**config.mk**
```make
export PLATFORM = sky130hd
export DESIGN_NAME = c2c_slave_ctrl_flat
export DESIGN_NICKNAME = d
export VERILOG_FILES = /design/src/rtl/c2c_slave_ctrl_if.sv /design/src/rtl/c2c_slave_ctrl.sv /design/src/flat_wrapper.sv
export SDC_FILE = /design/constraint.sdc
export NUM_CORES = 1
export LEC_CHECK = 0
export BUFFER_PORTS_ARGS = -buffer_cell sky130_fd_sc_hd__buf_2
export CORE_ASPECT_RATIO = 0.5
export CORE_MARGIN = 3
export CORE_UTILIZATION = 60
export CTS_CLUSTER_DIAMETER = 40
export DETAILED_ROUTE_END_ITERATION = 12
export GPL_TIMING_DRIVEN = 0
export PLACE_DENSITY_LB_ADDON = 0.2
export SETUP_SLACK_MARGIN = 0.15
export SKIP_CTS_REPAIR_TIMING = 1
export SLEW_MARGIN = 10
export SYNTH_ARGS = -nofsm -noshare
export SYNTH_HDL_FRONTEND = slang
export SYNTH_SLANG_ARGS = --single-unit
```
**constraint.sdc**
```tcl
create_clock -name clk -period 2.65 [get_ports clk]
set_input_delay 0.1325 -clock clk [delete_from_list [all_inputs] [get_ports clk]]
set_output_delay 0.1325 -clock clk [all_outputs]
set_load 0.01 [all_outputs]
```
**src/rtl/c2c_slave_ctrl_if.sv**
```systemverilog
// Chip2Chip slave bus: master request/valid/data lines plus the 1-second timer
// start/done pair and the display-side outputs of the slave controller.
interface c2c_slave_ctrl_if #(
  parameter int DATA_W = 8
) ();
  logic              request_in;
  logic              valid_in;
  logic [DATA_W-1:0] data_in;
  logic              timer_done;
  logic              timer_start;
  logic              notice_led;
  logic              ack;
  logic [DATA_W-1:0] data_out;
  logic              data_pulse;
  logic              err;

  modport slave (
    input  request_in, valid_in, data_in, timer_done,
    output timer_start, notice_led, ack, data_out, data_pulse, err
  );

  modport master (
    output request_in, valid_in, data_in, timer_done,
    input  timer_start, notice_led, ack, data_out, data_pulse, err
  );
endinterface

```
**src/rtl/c2c_slave_ctrl.sv**
```systemverilog
// Slave-side Chip2Chip controller: request -> 1 s notice -> ack -> data -> release,
// with a WAIT_DATA timeout that raises a sticky err flag.
module c2c_slave_ctrl #(
  parameter int DATA_W         = 8,
  parameter int TIMEOUT_CYCLES = 200000000
) (
  input logic             clk,
  input logic             rst,
  c2c_slave_ctrl_if.slave bus
);

  localparam int CNT_W = $clog2(TIMEOUT_CYCLES + 1);
  localparam logic [CNT_W-1:0] CNT_LAST = CNT_W'(TIMEOUT_CYCLES - 1);

  localparam logic [2:0] IDLE     = 3'd0;
  localparam logic [2:0] WAIT_SEC = 3'd1;
  localparam logic [2:0] ACK      = 3'd2;
  localparam logic [2:0] HOLD     = 3'd3;
  localparam logic [2:0] RELEASE  = 3'd4;

  logic [1:0]        req_sync;
  logic [1:0]        val_sync;
  logic              req_s;
  logic              val_s;
  logic [2:0]        state;
  logic [2:0]        next_state;
  logic [CNT_W-1:0]  cnt;
  logic              accept;
  logic              timeout;
  logic [DATA_W-1:0] data_q;

  assign req_s        = req_sync[1];
  assign val_s        = val_sync[1];
  assign bus.data_out = data_q;

  always_ff @(posedge clk or posedge rst) begin
    if (rst) begin
      req_sync <= '0;
      val_sync <= '0;
    end else begin
      req_sync <= {req_sync[0], bus.request_in};
      val_sync <= {val_sync[0], bus.valid_in};
    end
  end

  // Abort beats timer_done in WAIT_SEC; data beats both release and timeout in ACK.
  always_comb begin
    next_state = state;
    accept     = 1'b0;
    timeout    = 1'b0;
    case (state)
      IDLE:     if (req_s) next_state = WAIT_SEC;
      WAIT_SEC: begin
        if (!req_s)              next_state = IDLE;
        else if (bus.timer_done) next_state = ACK;
      end
      ACK: begin
        if (val_s) begin
          accept     = 1'b1;
          next_state = HOLD;
        end else if (!req_s) begin
          next_state = RELEASE;
        end else if (cnt == CNT_LAST) begin
          timeout    = 1'b1;
          next_state = RELEASE;
        end
      end
      HOLD:     if (!req_s && !val_s) next_state = IDLE;
      RELEASE:  if (!req_s && !val_s) next_state = IDLE;
      default:  next_state = IDLE;
    endcase
  end

  // Outputs are registered from next_state so they change on the same edge as the state.
  always_ff @(posedge clk or posedge rst) begin
    if (rst) begin
      state           <= IDLE;
      cnt             <= '0;
      bus.timer_start <= 1'b0;
      bus.notice_led  <= 1'b0;
      bus.ack         <= 1'b0;
      bus.data_pulse  <= 1'b0;
      bus.err         <= 1'b0;
      data_q          <= '0;
    end else begin
      state           <= next_state;
      cnt             <= (state == ACK && next_state == ACK) ? cnt + 1'b1 : '0;
      bus.timer_start <= (next_state == WAIT_SEC);
      bus.notice_led  <= (next_state == WAIT_SEC);
      bus.ack         <= (next_state == ACK) || (next_state == HOLD);
      bus.data_pulse  <= accept;
      if (accept) data_q <= bus.data_in;
      if (state == IDLE && req_s) bus.err <= 1'b0;
      else if (timeout)           bus.err <= 1'b1;
    end
  end

endmodule

```
**src/flat_wrapper.sv**
```systemverilog
// flat-port wrapper written by rule: the top's interface ports become plain ports
module c2c_slave_ctrl_flat 
#(
  parameter int DATA_W         = 8,
  parameter int TIMEOUT_CYCLES = 200000000
)
  (clk, rst, bus_request_in, bus_valid_in, bus_data_in, bus_timer_done, bus_timer_start, bus_notice_led, bus_ack, bus_data_out, bus_data_pulse, bus_err);
  c2c_slave_ctrl_if #(.DATA_W(DATA_W)) bus_i ();
  input logic clk;
  input logic rst;
  input wire logic [$bits(bus_i.request_in)-1:0] bus_request_in;
  input wire logic [$bits(bus_i.valid_in)-1:0] bus_valid_in;
  input wire logic [$bits(bus_i.data_in)-1:0] bus_data_in;
  input wire logic [$bits(bus_i.timer_done)-1:0] bus_timer_done;
  output wire logic [$bits(bus_i.timer_start)-1:0] bus_timer_start;
  output wire logic [$bits(bus_i.notice_led)-1:0] bus_notice_led;
  output wire logic [$bits(bus_i.ack)-1:0] bus_ack;
  output wire logic [$bits(bus_i.data_out)-1:0] bus_data_out;
  output wire logic [$bits(bus_i.data_pulse)-1:0] bus_data_pulse;
  output wire logic [$bits(bus_i.err)-1:0] bus_err;
  assign bus_i.request_in = bus_request_in;
  assign bus_i.valid_in = bus_valid_in;
  assign bus_i.data_in = bus_data_in;
  assign bus_i.timer_done = bus_timer_done;
  assign bus_timer_start = bus_i.timer_start;
  assign bus_notice_led = bus_i.notice_led;
  assign bus_ack = bus_i.ack;
  assign bus_data_out = bus_i.data_out;
  assign bus_data_pulse = bus_i.data_pulse;
  assign bus_err = bus_i.err;
  c2c_slave_ctrl #(.DATA_W(DATA_W), .TIMEOUT_CYCLES(TIMEOUT_CYCLES)) u_core (.clk(clk), .rst(rst), .bus(bus_i));
endmodule
```
* Yosys cells after proc, flatten, opt, wreduce, memory -nomap -nowiden
Cells that the tools add are included.
** Cells by class
- Add/subtract/negate cells :: 1
- Equality and inequality tests :: 8
- Multiplexer cells :: 17
- Reduce and logical (&&, ||, !) cells :: 9
** Operator list (count)
- 28-bit by 1-bit adder with 28-bit output, second input constant :: 1
- 28-bit == test, second input constant :: 1
- 28-bit two-way mux :: 1
- 3-bit two-way mux :: 7
- 3-bit by 2-bit == test with 1-bit output, second input constant :: 4
- 3-bit case mux with 4 select lines :: 1
- 1-bit two-way mux :: 8
- 3-bit by 1-bit == test with 1-bit output, second input constant :: 2
- 3-bit == test, second input constant :: 1
- 1-bit logical AND :: 3
- 3-bit zero test :: 1
- 1-bit zero test :: 2
- 2-bit nonzero test :: 1
- 2-bit OR reduction :: 1
- 1-bit logical OR :: 1
** Storage, ports and cells
- Register bits :: 47
- Input bits :: 13
- Output and inout port bits :: 13
- Logic and storage cells :: 44

* Depth between registers and ports, before layout
Gate-level depths: netlist of the first run.
- Word-level depth :: 8
- Depth in mapped cells :: 6

* Worst setup path before layout of the first run
No wires, ideal clock.
- Kind :: reg2reg
- From :: register u_core.cnt[0]
- To :: register u_core.cnt[26]
- Setup time :: 73 ps
- Arrival time :: 1633 ps
- Required time :: 2577 ps
- Setup slack :: 944 ps
- Cell stages (with the launch flop) :: 7
- Clock period less this slack :: 1706 ps
- Cells stage by stage :: dfrtp_1 -> ha_1 -> and4_4 -> nand2_2 -> buf_6 -> or4_4 -> a21oi_2
** On the way
- Cells in the longest elaborated chain, start to end :: 8
- Elaborated cells on any way between the ends :: 9
** Ends and longest elaborated chain
- start, declared :: line c2c_slave_ctrl.sv:27 : logic [CNT_W-1:0] cnt;
- start signal, assigned :: line c2c_slave_ctrl.sv:87 : cnt <= (state == ACK && next_state == ACK) ? cnt + 1'b1 : '0;
- 28-bit == test :: line c2c_slave_ctrl.sv:63 : end else if (cnt == CNT_LAST) begin
- 3-bit two-way mux :: line c2c_slave_ctrl.sv:63
- 3-bit two-way mux :: line c2c_slave_ctrl.sv:61 : end else if (!req_s) begin
- 3-bit two-way mux :: line c2c_slave_ctrl.sv:58 : if (val_s) begin
- 3-bit case mux with 4 select lines :: line c2c_slave_ctrl.sv:51 : case (state)
- 3-bit by 2-bit == test with 1-bit output :: line c2c_slave_ctrl.sv:87
- 1-bit logical AND :: line c2c_slave_ctrl.sv:87
- 28-bit two-way mux (*) :: line c2c_slave_ctrl.sv:87
Mark *: on every way between the ends. The rest lies on a longest branch, timed or not.
A chain may end at the register's enable or synchronous reset.

* Worst setup path in the final report of the first run
- From :: register u_core.cnt[13]
- To :: register u_core.cnt[4]
** On the way
- Cells in the longest elaborated chain, start to end :: 8
** Ends and longest elaborated chain (line)
- 28-bit == test :: c2c_slave_ctrl.sv:63
- 3-bit two-way mux :: c2c_slave_ctrl.sv:63
- 3-bit two-way mux :: c2c_slave_ctrl.sv:61
- 3-bit two-way mux :: c2c_slave_ctrl.sv:58
- 3-bit case mux with 4 select lines :: c2c_slave_ctrl.sv:51
- 3-bit by 2-bit == test with 1-bit output :: c2c_slave_ctrl.sv:87
- 1-bit logical AND :: c2c_slave_ctrl.sv:87
- 28-bit two-way mux :: c2c_slave_ctrl.sv:87
No other way between the ends.

==> qor.txt, run 1 <==
Status - finished, final reports clean
Worst-path clk slew - 80 ps
Count of fill cells added during filler insertion - 238
Global routing usage summed across all routing layers - 0.231
Async set or reset register ratio after synthesis - 1.00
Max-slew violation count - 0
Number of synthesized register bits - 47
Crit share post-route - 0.757
Chip Height - 49.7 µm
Floorplan Core Area - 3550 µm²
Cells traversed along the worst timing path - buf_6 > nor4b_1 > nand4_1 > o21bai_2 > buf_2 > nor2_1
Main combinational cell family by area after synthesis - simple AND/OR/NAND/NOR gates
Crit-path slowest cell - sky130_fd_sc_hd__dfrtp_1
Crit start category - register
Type of the worst setup path - register to register
Worst skew pair latency - 300 ps
DRC violation total after the first TritonRoute iteration - 104
HP Class - input pin to register
Placement row count - 15
Maximum level of the CTS H-tree - 2
Arrival @ worst endpoint - 2190 ps
Routed via count divided by cell count - 6.08
Maximum clock frequency - 0.498 GHz
I/O pins - 26
Fraction of the mapped netlist area in simple logic gates - 0.228
Total wire length after detailed routing - 4.91 mm
Worst-case clock skew - 10.6 ps
Slew at the pin closest to its max-slew limit - 452 ps
Synth Flop Type - sky130_fd_sc_hd__dfrtp_1
Post-route worst hold slack - 34.3 ps
Max_slew headroom - 0.694
Number of global-route vias before repair - 1737
Fraction of the mapped netlist area in adder cells - 0.00546
Count of flip-flops with a built-in enable after synthesis - 0
Share of final-layout standard cells stronger than drive strength 1 - 0.251
Maxcap violations - 0
Number of buffers added by the clock tree synthesis step - 5
Number of DRC violations after detailed routing - 0
Area of the multi-input gates - 997 µm²
Total setup violations reported at the end of the flow - 0
Placer congestion estimate - 0.864
Post-synthesis share of cell area spent on xor and xnor gates - 0.0459
Final Hold Viols - 0
Final routed wire length divided by cell count - 16.5 µm
First-pass GRT wire length - 8.31 mm
I/O Buffers - 25
Starting density of the core - 0.646
Antenna diode count - 0
Highest ir drop seen on vdd - 0.469 mV
Initial antenna violation count - 0
Leftover overflow at the end of global routing - 0
Detailed Routing Iterations Pass 1 - 4
Register cell area after layout - 1180 µm²
Setup_tns - 0 ps
Area of the die - 4640 µm²
Clock root cell - sky130_fd_sc_hd__clkbuf_8
Shortest period the worst path allows - 2010 ps
Critical path's largest stage delay - 400 ps
Net Count, Synth - 224
Count of synthesis-stage warnings from yosys - 0
Synthesized area - 2290 µm²
Power density relative to cell area - 636 nW/µm²
Post-synth cell types - 43
Proportion of synthesized area in mux cells - 0.0393
Proportion of synthesized chip area in sequential cells - 0.513
Crit. End Element - register
Final layout net count - 260
Crit Path Max Fanout - 10
Number of cells produced by synthesis - 210
Layout Area Growth over Synthesis - 14.3%
Number of buffers on the longest clock path - 2
Pin count of the biggest net entering global routing - 32
CTS tree - yes
TritonCTS sink count - 47
Required time of the critical path - 2830 ps
Post-detail-place hpwl - 3.39 mm
Setup repair after global routing missed its margin - no
Complex-gate fraction of the synthesized area - 0.116
Leakage - 1.09 nW
Total via count in the routed design - 1811
Post-route antenna net violation count - 0
Average cell area after synthesis - 10.9 µm²
Die Width - 93.4 µm
final cells by class:
type	count	area share
flip-flops and latches	47	0.449
multi-input cells	145	0.381
repair buffers	29	0.0669
plain buffers	10	0.0339
clock buffers	6	0.0277
well taps	51	0.0244
inverters	8	0.0115
clock inverters	2	0.00621
state kept, by name (all words and copies together) (netlist names):
name / flops
u_core.cnt: 28
u_core.bus.data_out: 8
u_core.state: 3
u_core.req_sync: 2
u_core.val_sync: 2
u_core.bus.ack: 1
u_core.bus.data_pulse: 1
u_core.bus.err: 1
u_core.bus.timer_start: 1
cells in the mapped netlist (2+ instances only):
cell	count	area share
sky130_fd_sc_hd__buf_2	4	0.0087
sky130_fd_sc_hd__xnor2_1	2	0.0076
sky130_fd_sc_hd__o211ai_1	2	0.0065
sky130_fd_sc_hd__buf_4	2	0.0065
sky130_fd_sc_hd__nand3_1	9	0.020
sky130_fd_sc_hd__o31ai_1	8	0.026
sky130_fd_sc_hd__dfrtp_1	47	0.51
sky130_fd_sc_hd__inv_1	8	0.013
sky130_fd_sc_hd__or3_1	4	0.011
sky130_fd_sc_hd__xor2_1	10	0.038
sky130_fd_sc_hd__nand3_4	2	0.015
sky130_fd_sc_hd__nand2_1	8	0.013
sky130_fd_sc_hd__buf_6	3	0.015
sky130_fd_sc_hd__mux2_2	8	0.039
sky130_fd_sc_hd__nor3_1	2	0.0044
sky130_fd_sc_hd__and4_4	2	0.0098
sky130_fd_sc_hd__and2_1	2	0.0055
sky130_fd_sc_hd__and3_1	2	0.0055
sky130_fd_sc_hd__a21oi_1	18	0.039
sky130_fd_sc_hd__nand4_1	9	0.025
sky130_fd_sc_hd__o22a_1	2	0.0076
sky130_fd_sc_hd__nor4b_1	2	0.0076
sky130_fd_sc_hd__or4_1	9	0.029
sky130_fd_sc_hd__o21ai_0	7	0.015
sky130_fd_sc_hd__and4_1	4	0.015
sky130_fd_sc_hd__nor2_1	17	0.028
worst max-delay path: cells and delay by family (launching register included):
kind	cells	cell delay, ps
compound gates	1	350
buf+inv	2	460
simple gates	3	690
flops	1	400
through the flow:
step	setup WS, ps	total power [mW]	cells	cell area [µm²]	util
floorplan	944	1.09	210	2290	-
global placement	672	1.21	286	2480	0.699
detailed placement	685	1.23	287	2500	0.705
CTS	660	1.67	295	2590	0.730
global route	488	1.75	298	2620	0.739
finish	644	1.67	298	2620	0.739
cells in the final DEF (no fill, tap or decap), drive strengths merged, types with 2 or more instances in the layout:
| cell | n |
|---|---|
| nand3 | 11 |
| or3 | 4 |
| inv | 9 |
| mux2 | 8 |
| a21oi | 19 |
| and4 | 6 |
| nand2 | 9 |
| nand4 | 11 |
| xnor2 | 2 |
| and3 | 2 |
| and2 | 2 |
| o211ai | 2 |
| nor2 | 17 |
| o22a | 2 |
| nor4b | 2 |
| nor3 | 2 |
| dlygate4sd3 | 3 |
| xor2 | 10 |
| or4 | 10 |
| buf | 36 |
| o31ai | 8 |
| clkbuf | 6 |
| o21ai | 7 |
| dfrtp | 47 |
path summary, 6_finish.rpt:
check                                   start                      to  slack, ps  depth (start not counted)
max in group asynchronous                 rst          u_core.cnt[13]       1800                          4
hold reg to reg            u_core.val_sync[0]      u_core.val_sync[1]        360                          0
setup reg to reg               u_core.cnt[13]           u_core.cnt[4]        640                          6
min in group asynchronous                 rst      u_core.val_sync[0]        350                          3
hold / removal                 bus_timer_done  u_core.bus.timer_start         30                          2
setup / recovery               u_core.cnt[13]           u_core.cnt[4]        640                          6
routing by layer:
| layer | GRT usage | part of all wire | vias to the layer above |
|---|---|---|---|
| met1 | 0.309 | 0.44 | 889 |
| met4 | 0.0341 | 0.0029 | 0 |
| met3 | 0.0732 | 0.068 | 3 |
| met5 | 0 | 0 | - |
| met2 | 0.380 | 0.49 | 70 |
| li1 | - | - | 849 |
power by group:
group          internal, mW  switching [mW]  leakage, nW  total (mW)
Combinational         0.168           0.178        0.426       0.345
Sequential            0.814          0.0699        0.625       0.884
Clock                 0.190           0.247       0.0418       0.436
cells by family (layout without fill, tap and decap cells):
family          Yosys count  after routing
xor+xnor                 12             12
buf+inv                  18             55
flops                    47             47
fa+ha+maj                 1              1
simple gates             81             81
compound gates           43             43
mux                       8              8
Note: power is estimated with default switching activity, not from simulation.
==> inputs of run 2 (changes only) <==
--- a/config.mk
+++ b/config.mk
@@ -5,10 +5,11 @@
 export SDC_FILE = /design/constraint.sdc
 export NUM_CORES = 1
 export LEC_CHECK = 0
+export ABC_AREA = 1
 export BUFFER_PORTS_ARGS = -buffer_cell sky130_fd_sc_hd__buf_2
 export CORE_ASPECT_RATIO = 0.5
 export CORE_MARGIN = 3
-export CORE_UTILIZATION = 60
+export CORE_UTILIZATION = 53
 export CTS_CLUSTER_DIAMETER = 40
 export DETAILED_ROUTE_END_ITERATION = 12
 export GPL_TIMING_DRIVEN = 0
==> constraint.sdc (replaced) <==
create_clock -name clk -period 1.8 [get_ports clk]
set_input_delay 0.09 -clock clk [delete_from_list [all_inputs] [get_ports clk]]
set_output_delay 0.09 -clock clk [all_outputs]
set_load 0.01 [all_outputs]
==> run 2 against run 1 <==
Compared with the run above:
- the run now ends with hold timing left
- sequential cell count stayed put
- power is 60% higher
- non-clock buffer count is 10 higher
- combinational power is 100% higher
- critical endpoint is now u_core.cnt[23]
- clock power is 53% higher
- critical path type unchanged
- sequential power is 48% higher
- routed wire length is 16% higher
- maximum frequency is 14% higher
- global-route usage is 3.6 points lower
- count of clock-buffer cells in the layout is 1 lower
- largest power group unchanged
- first-iteration DRC count is 68% higher
- cell area is 21% higher
==> qor.txt, run 2 <==
Maxcap violations - 0 (unchanged)
Total setup violations reported at the end of the flow - 0 (unchanged)
Final Hold Viols - 1 (was 0)
Cells traversed along the worst timing path - ha_2 > nand2_2 > nor2_4 > nand2_4 > nor2_4 > nand2_2 > nand3_4 > nand2_4 > nand2_8 > clkbuf_16 > nor2_4 (was buf_6 > nor4b_1 > nand4_1 > o21bai_2 > buf_2 > nor2_1)
Detailed Routing Iterations Pass 1 - 4 (unchanged)
Setup_tns - 0 ps (unchanged)
Clock root cell - sky130_fd_sc_hd__clkbuf_8 (unchanged)
Synthesized area - 2560 µm² (was 2290 µm²)
Number of buffers added by the clock tree synthesis step - 5 (unchanged)
Crit. End Element - register (unchanged)
Total via count in the routed design - 2093 (was 1811)
Number of global-route vias before repair - 1909 (was 1737)
Area of the die - 5750 µm² (was 4640 µm²)
Synth Flop Type - sky130_fd_sc_hd__dfrtp_1 (unchanged)
Most used cell along the critical path - sky130_fd_sc_hd__nor2_4
Source of the critical timing path - u_core.cnt[0] (was u_core.cnt[13])
Max-slew violation count - 0 (unchanged)
Crit share post-route - 0.975 (was 0.757)
Proportion of synthesized chip area in sequential cells - 0.459 (was 0.513)
Floorplan Core Area - 4530 µm² (was 3550 µm²)
Post-detail-place hpwl - 3.93 mm (was 3.39 mm)
Most frequent cells in the layout - 93 x sky130_fd_sc_hd__nand2_1, 47 x sky130_fd_sc_hd__dfrtp_1, 33 x sky130_fd_sc_hd__inv_1, 29 x sky130_fd_sc_hd__nor2_1, 26 x sky130_fd_sc_hd__buf_2 (was 47 x sky130_fd_sc_hd__dfrtp_1, 29 x sky130_fd_sc_hd__buf_2, 18 x sky130_fd_sc_hd__a21oi_1, 17 x sky130_fd_sc_hd__nor2_1, 10 x sky130_fd_sc_hd__xor2_1)
Placement row count - 17 (was 15)
Number of cells produced by synthesis - 310 (was 210)
Highest ir drop seen on vdd - 0.694 mV (was 0.469 mV)
Final routed wire length divided by cell count - 13.3 µm (was 16.5 µm)
Number of buffers on the longest clock path - 2 (unchanged)
Post-route worst hold slack - -5.11 ps (was 34.3 ps)
Average cell area after synthesis - 8.26 µm² (was 10.9 µm²)
Count of synthesis-stage warnings from yosys - 0 (unchanged)
Number of DRC violations after detailed routing - 0 (unchanged)
Layout Area Growth over Synthesis - 23.9% (was 14.3%)
Starting density of the core - 0.565 (was 0.646)
Antenna diode count - 0 (unchanged)
Setup repair after global routing missed its margin - yes (was no)
Largest register by flop count - u_core.cnt (unchanged)
Slew at the pin closest to its max-slew limit - 525 ps (was 452 ps)
Post-route cell area - 3170 µm² (was 2620 µm²)
Post-synth cell types - 29 (was 43)
Leftover overflow at the end of global routing - 0 (unchanged)
Status - complete, but fails checks (was finished, final reports clean)
First-pass GRT wire length - 8.67 mm (was 8.31 mm)
Type of the worst setup path - register to register (unchanged)
Max_slew headroom - 0.650 (was 0.694)
Routed via count divided by cell count - 4.88 (was 6.08)
Placed instance area - 2800 µm² (was 2500 µm²)
Power density relative to cell area - 843 nW/µm² (was 636 nW/µm²)
Count of flip-flops with a built-in enable after synthesis - 0 (unchanged)
Worst-case clock skew - 6.10 ps (was 10.6 ps)
Hold path startpoint - bus_data_in[5] (was bus_timer_done)
DRC violation total after the first TritonRoute iteration - 175 (was 104)
Leakage - 1.34 nW (was 1.09 nW)
HP Class - input pin to register (unchanged)
TritonCTS sink count - 47 (unchanged)
Number of synthesized register bits - 47 (unchanged)
Arrival @ worst endpoint - 1960 ps (was 2190 ps)
Crit Path Max Fanout - 5 (was 10)
Violations in the final reports - hold timing
Placer congestion estimate - 0.884 (was 0.864)
Cell types with the largest area share after synthesis - sky130_fd_sc_hd__dfrtp_1 46%, sky130_fd_sc_hd__nand2_1 14%, sky130_fd_sc_hd__nor2_4 6.2% (was sky130_fd_sc_hd__dfrtp_1 51%, sky130_fd_sc_hd__a21oi_1 3.9%, sky130_fd_sc_hd__mux2_2 3.9%)
Share of final-layout standard cells stronger than drive strength 1 - 0.267 (was 0.251)
Most common library cell in the layout ignoring fill and taps - sky130_fd_sc_hd__nand2_1 (was sky130_fd_sc_hd__dfrtp_1)
Largest register FFs - 28 (unchanged)
Post-route antenna net violation count - 0 (unchanged)
Worst skew pair latency - 310 ps (was 300 ps)
I/O Buffers - 25 (unchanged)
Most frequent cell after synthesis - sky130_fd_sc_hd__nand2_1 (was sky130_fd_sc_hd__dfrtp_1)
Final layout net count - 376 (was 260)
Share of the synthesized area in the top cell type - 0.459 (was 0.513)
Initial antenna violation count - 0 (unchanged)
Crit start category - register (unchanged)
Crit-path slowest cell - sky130_fd_sc_hd__dfrtp_1 (unchanged)
Net Count, Synth - 324 (was 224)
Shortest period the worst path allows - 1750 ps (was 2010 ps)
Maximum clock frequency - 0.570 GHz (was 0.498 GHz)
Critical path's largest stage delay - 380 ps (was 400 ps)
Cell accounting for the most synthesized area - sky130_fd_sc_hd__dfrtp_1 (unchanged)
Most common library cells after synthesis - 93 x sky130_fd_sc_hd__nand2_1, 47 x sky130_fd_sc_hd__dfrtp_1, 38 x sky130_fd_sc_hd__nor2_1 (was 47 x sky130_fd_sc_hd__dfrtp_1, 18 x sky130_fd_sc_hd__a21oi_1, 17 x sky130_fd_sc_hd__nor2_1)
Die Width - 104 µm (was 93.4 µm)
Required time of the critical path - 2010 ps (was 2830 ps)
CTS tree - yes (unchanged)
Register cell area after layout - 1180 µm² (unchanged)
Global routing usage summed across all routing layers - 0.195 (was 0.231)
Pin count of the biggest net entering global routing - 25 (was 32)
Area of the multi-input gates - 1270 µm² (was 997 µm²)
Async set or reset register ratio after synthesis - 1.00 (unchanged)
Maximum level of the CTS H-tree - 2 (unchanged)
I/O pins - 26 (unchanged)
Total wire length after detailed routing - 5.71 mm (was 4.91 mm)
Reg2reg start - u_core.cnt[0] (was u_core.cnt[13])
Chip Height - 55.1 µm (was 49.7 µm)
Worst-path clk slew - 90 ps (was 80 ps)
Count of fill cells added during filler insertion - 332 (was 238)
==> run 2: path summary, 6_finish.rpt <==
| kind | slack, ps | depth (start not counted) | endpoint |
|---|---|---|---|
| worst max-delay path | 50 | 11 | u_core.cnt[23] |
| worst min-delay path | -5 | 3 | u_core.bus.data_out[5] |
| worst max register to register | 50 | 11 | u_core.cnt[23] |
| worst min register to register | 360 | 0 | u_core.req_sync[1] |
| max in group asynchronous | 910 | 4 | u_core.cnt[22] |
| min in group asynchronous | 390 | 3 | u_core.bus.data_out[6] |
==> run 2: metal layers <==
layer | part of all wire | vias up | track usage
met3 | 0.052 | 4 | 0.0545
met2 | 0.47 | 54 | 0.327
met4 | 0.0051 | 0 | 0.0574
met1 | 0.47 | 979 | 0.254
met5 | 0 | - | 0
li1 | - | 1056 | -
==> run 2: layout make-up <==
class | instances | share of cell area
Buffer | 4 | 0.0166
Clock buffer | 5 | 0.0217
Clock inverter | 3 | 0.00710
Inverter | 37 | 0.0450
Multi-Input combinational cell | 222 | 0.402
Sequential cell | 47 | 0.371
Tap cell | 66 | 0.0260
Timing Repair Buffer | 45 | 0.110
==> run 2: cells by family (layout without fill, tap and decap cells) <==
family	count (synthesis)	in the layout	synth area share
AO/OA/AOI/OAI	4	4	0.00977
XOR/XNOR	16	16	0.0547
adder cells (fa/ha/maj)	1	1	0.00489
buffers and inverters	41	94	0.0728
flip-flops	47	47	0.459
AND/OR/NAND/NOR	201	201	0.398
==> run 2: through the flow <==
step           utilization  cells  hold slack, ps  setup WS [ps]  total power [mW]
3_3_place_gp         0.611    401             200           36.8              1.89
5_1_grt              0.700    429            11.0          -24.6              2.83
6_report             0.700    429           -5.11           45.1              2.67
2_1_floorplan            -    310             121            249              1.71
4_1_cts              0.637    410            -181          -4.05              2.60
3_5_place_dp         0.617    402             160           26.3              1.94
==> run 2: worst max-delay path: cells and delay by family (launching register included) <==
| family | cells | cell delay [ps] |
|---|---|---|
| fa+ha+maj | 1 | 210 |
| buf+inv | 1 | 180 |
| flops | 1 | 380 |
| simple gates | 9 | 890 |
==> run 2: power by group <==
group	leakage [nW]	internal [mW]	switching, mW	total (mW)
Clock	0.0489	0.281	0.386	0.667
Sequential	0.628	1.20	0.113	1.31
Combinational	0.666	0.289	0.405	0.694
Total	1.34	1.77	0.903	2.67
==> inputs of run 3 (changes only) <==
--- a/config.mk
+++ b/config.mk
@@ -7,9 +7,11 @@
 export LEC_CHECK = 0
 export ABC_AREA = 1
 export BUFFER_PORTS_ARGS = -buffer_cell sky130_fd_sc_hd__buf_2
+export CELL_PAD_IN_SITES_DETAIL_PLACEMENT = 1
+export CELL_PAD_IN_SITES_GLOBAL_PLACEMENT = 1
 export CORE_ASPECT_RATIO = 0.5
 export CORE_MARGIN = 3
-export CORE_UTILIZATION = 53
+export CORE_UTILIZATION = 40
 export CTS_CLUSTER_DIAMETER = 40
 export DETAILED_ROUTE_END_ITERATION = 12
 export GPL_TIMING_DRIVEN = 0
==> run 3 against run 2 <==
Compared with the run above:
- the run still ends with hold timing left
- via count is 2.3% higher
- critical path depth stayed put
- cell area is 0.43% lower
- cell count is 3.5% higher
- maximum frequency is 1.0% lower
- worst setup slack worse by 18 ps
- clock power is 41% higher
- die area is 30% higher
- register-to-register slack worse by 20 ps
- critical path type unchanged
==> qor.txt, run 3 (synthesis results as in run 2) <==
CTS tree - yes (unchanged)
Reg2reg start - u_core.cnt[0] (unchanged)
Share of final-layout standard cells stronger than drive strength 1 - 0.267 (about the same)
I/O Buffers - 25 (unchanged)
Final layout net count - 373 (was 376)
Post-detail-place hpwl - 4.65 mm (was 3.93 mm)
Antenna diode count - 0 (unchanged)
Register cell area after layout - 1180 µm² (unchanged)
DRC violation total after the first TritonRoute iteration - 97 (was 175)
Post-route cell area - 3160 µm² (was 3170 µm²)
Initial antenna violation count - 0 (unchanged)
Crit share post-route - 0.985 (was 0.975)
Post-route antenna net violation count - 0 (unchanged)
Maxcap violations - 0 (unchanged)
Worst-path clk slew - 70 ps (was 90 ps)
Leakage - 1.35 nW (was 1.34 nW)
Worst skew pair latency - 290 ps (was 310 ps)
Total setup violations reported at the end of the flow - 0 (unchanged)
Setup_tns - 0 ps (unchanged)
Largest register FFs - 28 (unchanged)
Worst-case clock skew - 4.07 ps (was 6.10 ps)
Placed instance area - 2810 µm² (was 2800 µm²)
Worst r2r path cells - 11 (unchanged)
Count of fill cells added during filler insertion - 723 (was 332)
Most common library cell in the layout ignoring fill and taps - sky130_fd_sc_hd__nand2_1 (unchanged)
Most frequent cells in the layout - 93 x sky130_fd_sc_hd__nand2_1, 47 x sky130_fd_sc_hd__dfrtp_1, 34 x sky130_fd_sc_hd__inv_1, 32 x sky130_fd_sc_hd__nor2_1, 25 x sky130_fd_sc_hd__buf_2 (was 93 x sky130_fd_sc_hd__nand2_1, 47 x sky130_fd_sc_hd__dfrtp_1, 33 x sky130_fd_sc_hd__inv_1, 29 x sky130_fd_sc_hd__nor2_1, 26 x sky130_fd_sc_hd__buf_2)
Number of buffers on the longest clock path - 2 (unchanged)
Die Width - 119 µm (was 104 µm)
Area of the die - 7450 µm² (was 5750 µm²)
Arrival @ worst endpoint - 1960 ps (about the same)
Placer congestion estimate - 0.843 (was 0.884)
Slew at the pin closest to its max-slew limit - 692 ps (was 525 ps)
Final routed wire length divided by cell count - 15.0 µm (was 13.3 µm)
Crit Path Max Fanout - 6 (was 5)
Pin count of the biggest net entering global routing - 31 (was 25)
Total via count in the routed design - 2142 (was 2093)
Setup repair after global routing missed its margin - yes (unchanged)
Chip Height - 62.6 µm (was 55.1 µm)
Setup slack on the worst flop-to-flop path - 30 ps (was 50 ps)
Type of the worst setup path - register to register (unchanged)
Highest ir drop seen on vdd - 0.700 mV (was 0.694 mV)
Hold path startpoint - bus_data_in[0] (was bus_data_in[5])
Maximum level of the CTS H-tree - 2 (unchanged)
Post-route worst hold slack - -11.6 ps (was -5.11 ps)
Required time of the critical path - 1990 ps (was 2010 ps)
TritonCTS sink count - 47 (unchanged)
Crit start category - register (unchanged)
Hold EP - u_core.bus.data_out[0] (was u_core.bus.data_out[5])
Routed via count divided by cell count - 4.82 (was 4.88)
Number of DRC violations after detailed routing - 0 (unchanged)
Max-slew violation count - 0 (unchanged)
Floorplan Core Area - 5820 µm² (was 4530 µm²)
I/O pins - 26 (unchanged)
Detailed Routing Iterations Pass 1 - 4 (unchanged)
Clock root cell - sky130_fd_sc_hd__clkbuf_16 (was sky130_fd_sc_hd__clkbuf_8)
Area of the multi-input gates - 1250 µm² (was 1270 µm²)
Leftover overflow at the end of global routing - 0 (unchanged)
Final Hold Viols - 6 (was 1)
Placement row count - 19 (was 17)
Worst Hold Path Cells - 3 (unchanged)
Largest register by flop count - u_core.cnt (unchanged)
Layout Area Growth over Synthesis - 23.3% (was 23.9%)
First-pass GRT wire length - 10.6 mm (was 8.67 mm)
Final core occ - 0.542 (was 0.700)
Crit. End Element - register (unchanged)
HP Class - input pin to register (unchanged)
Maximum clock frequency - 0.564 GHz (was 0.570 GHz)
Global routing usage summed across all routing layers - 0.179 (was 0.195)
Number of buffers added by the clock tree synthesis step - 5 (unchanged)
Reg-to-reg endpoint - u_core.cnt[17] (was u_core.cnt[23])
Starting density of the core - 0.440 (was 0.565)
Power density relative to cell area - 936 nW/µm² (was 843 nW/µm²)
Status - complete, but fails checks (unchanged)
Number of global-route vias before repair - 2207 (was 1909)
Violations in the final reports - hold timing (unchanged)
Max_slew headroom - 0.535 (was 0.650)
Total wire length after detailed routing - 6.66 mm (was 5.71 mm)
Shortest period the worst path allows - 1770 ps (was 1750 ps)
## run 3: final cells by class
| class | count | area share |
|---|---|---|
| timing repair buffer | 40 | 0.0880 |
| clock buffer | 6 | 0.0408 |
| multi-input combinational | 223 | 0.395 |
| sequential | 47 | 0.373 |
| buffer | 4 | 0.0174 |
| clock inverter | 2 | 0.00555 |
| inverter | 37 | 0.0452 |
| tap | 84 | 0.0333 |
| timing repair inverter | 1 | 0.00238 |
## run 3: routing by layer
metal  wire (µm)  vias to the layer above  track usage
li1            -                     1051            -
met1        3290                     1049        0.242
met2        3040                       33        0.287
met5           0                        -            0
met4          87                        0       0.0505
met3         240                        9       0.0452
## run 3: worst max-delay path, stage by stage, from the launching register on
cell	delay, ps
sky130_fd_sc_hd__dfrtp_1	400
sky130_fd_sc_hd__ha_2	210
sky130_fd_sc_hd__nand2_2	80
sky130_fd_sc_hd__nor2_4	200
sky130_fd_sc_hd__nand2_4	90
sky130_fd_sc_hd__nor2_4	100
sky130_fd_sc_hd__nand2_2	80
sky130_fd_sc_hd__nand3_4	80
sky130_fd_sc_hd__nand2_4	80
sky130_fd_sc_hd__nand2_8	120
sky130_fd_sc_hd__clkbuf_16	180
sky130_fd_sc_hd__nor2_4	30
## run 3: how the worst max path moves through the flow
stage / start / to / slack (ps)
after floorplan: u_core.cnt[0] / u_core.cnt[22] / 250
after global placement: rst / u_core.cnt[21] / -50
after detailed placement: u_core.cnt[0] / u_core.cnt[22] / 10
after CTS: u_core.cnt[0] / u_core.cnt[22] / -7
after global routing: u_core.cnt[0] / u_core.cnt[17] / -60
final: u_core.cnt[0] / u_core.cnt[17] / 30
## run 3: per-stage QoR
step / cells / power (mW) / hold slack [ps] / setup WS, ps
floorplan: 310 / 1.71 / 121 / 249
global placement: 419 / 1.91 / 200 / -49.2
detailed placement: 420 / 1.95 / 98.4 / 11.8
CTS: 428 / 2.88 / -224 / -6.94
global route: 444 / 3.14 / 1.38 / -64.1
finish: 444 / 2.96 / -11.6 / 27.3
## run 3: power by group
| part | switching (mW) | total, mW | internal (mW) |
|---|---|---|---|
| clock network | 0.420 | 0.940 | 0.521 |
| registers | 0.104 | 1.30 | 1.20 |
| logic | 0.421 | 0.710 | 0.289 |
| total | 0.945 | 2.96 | 2.01 |
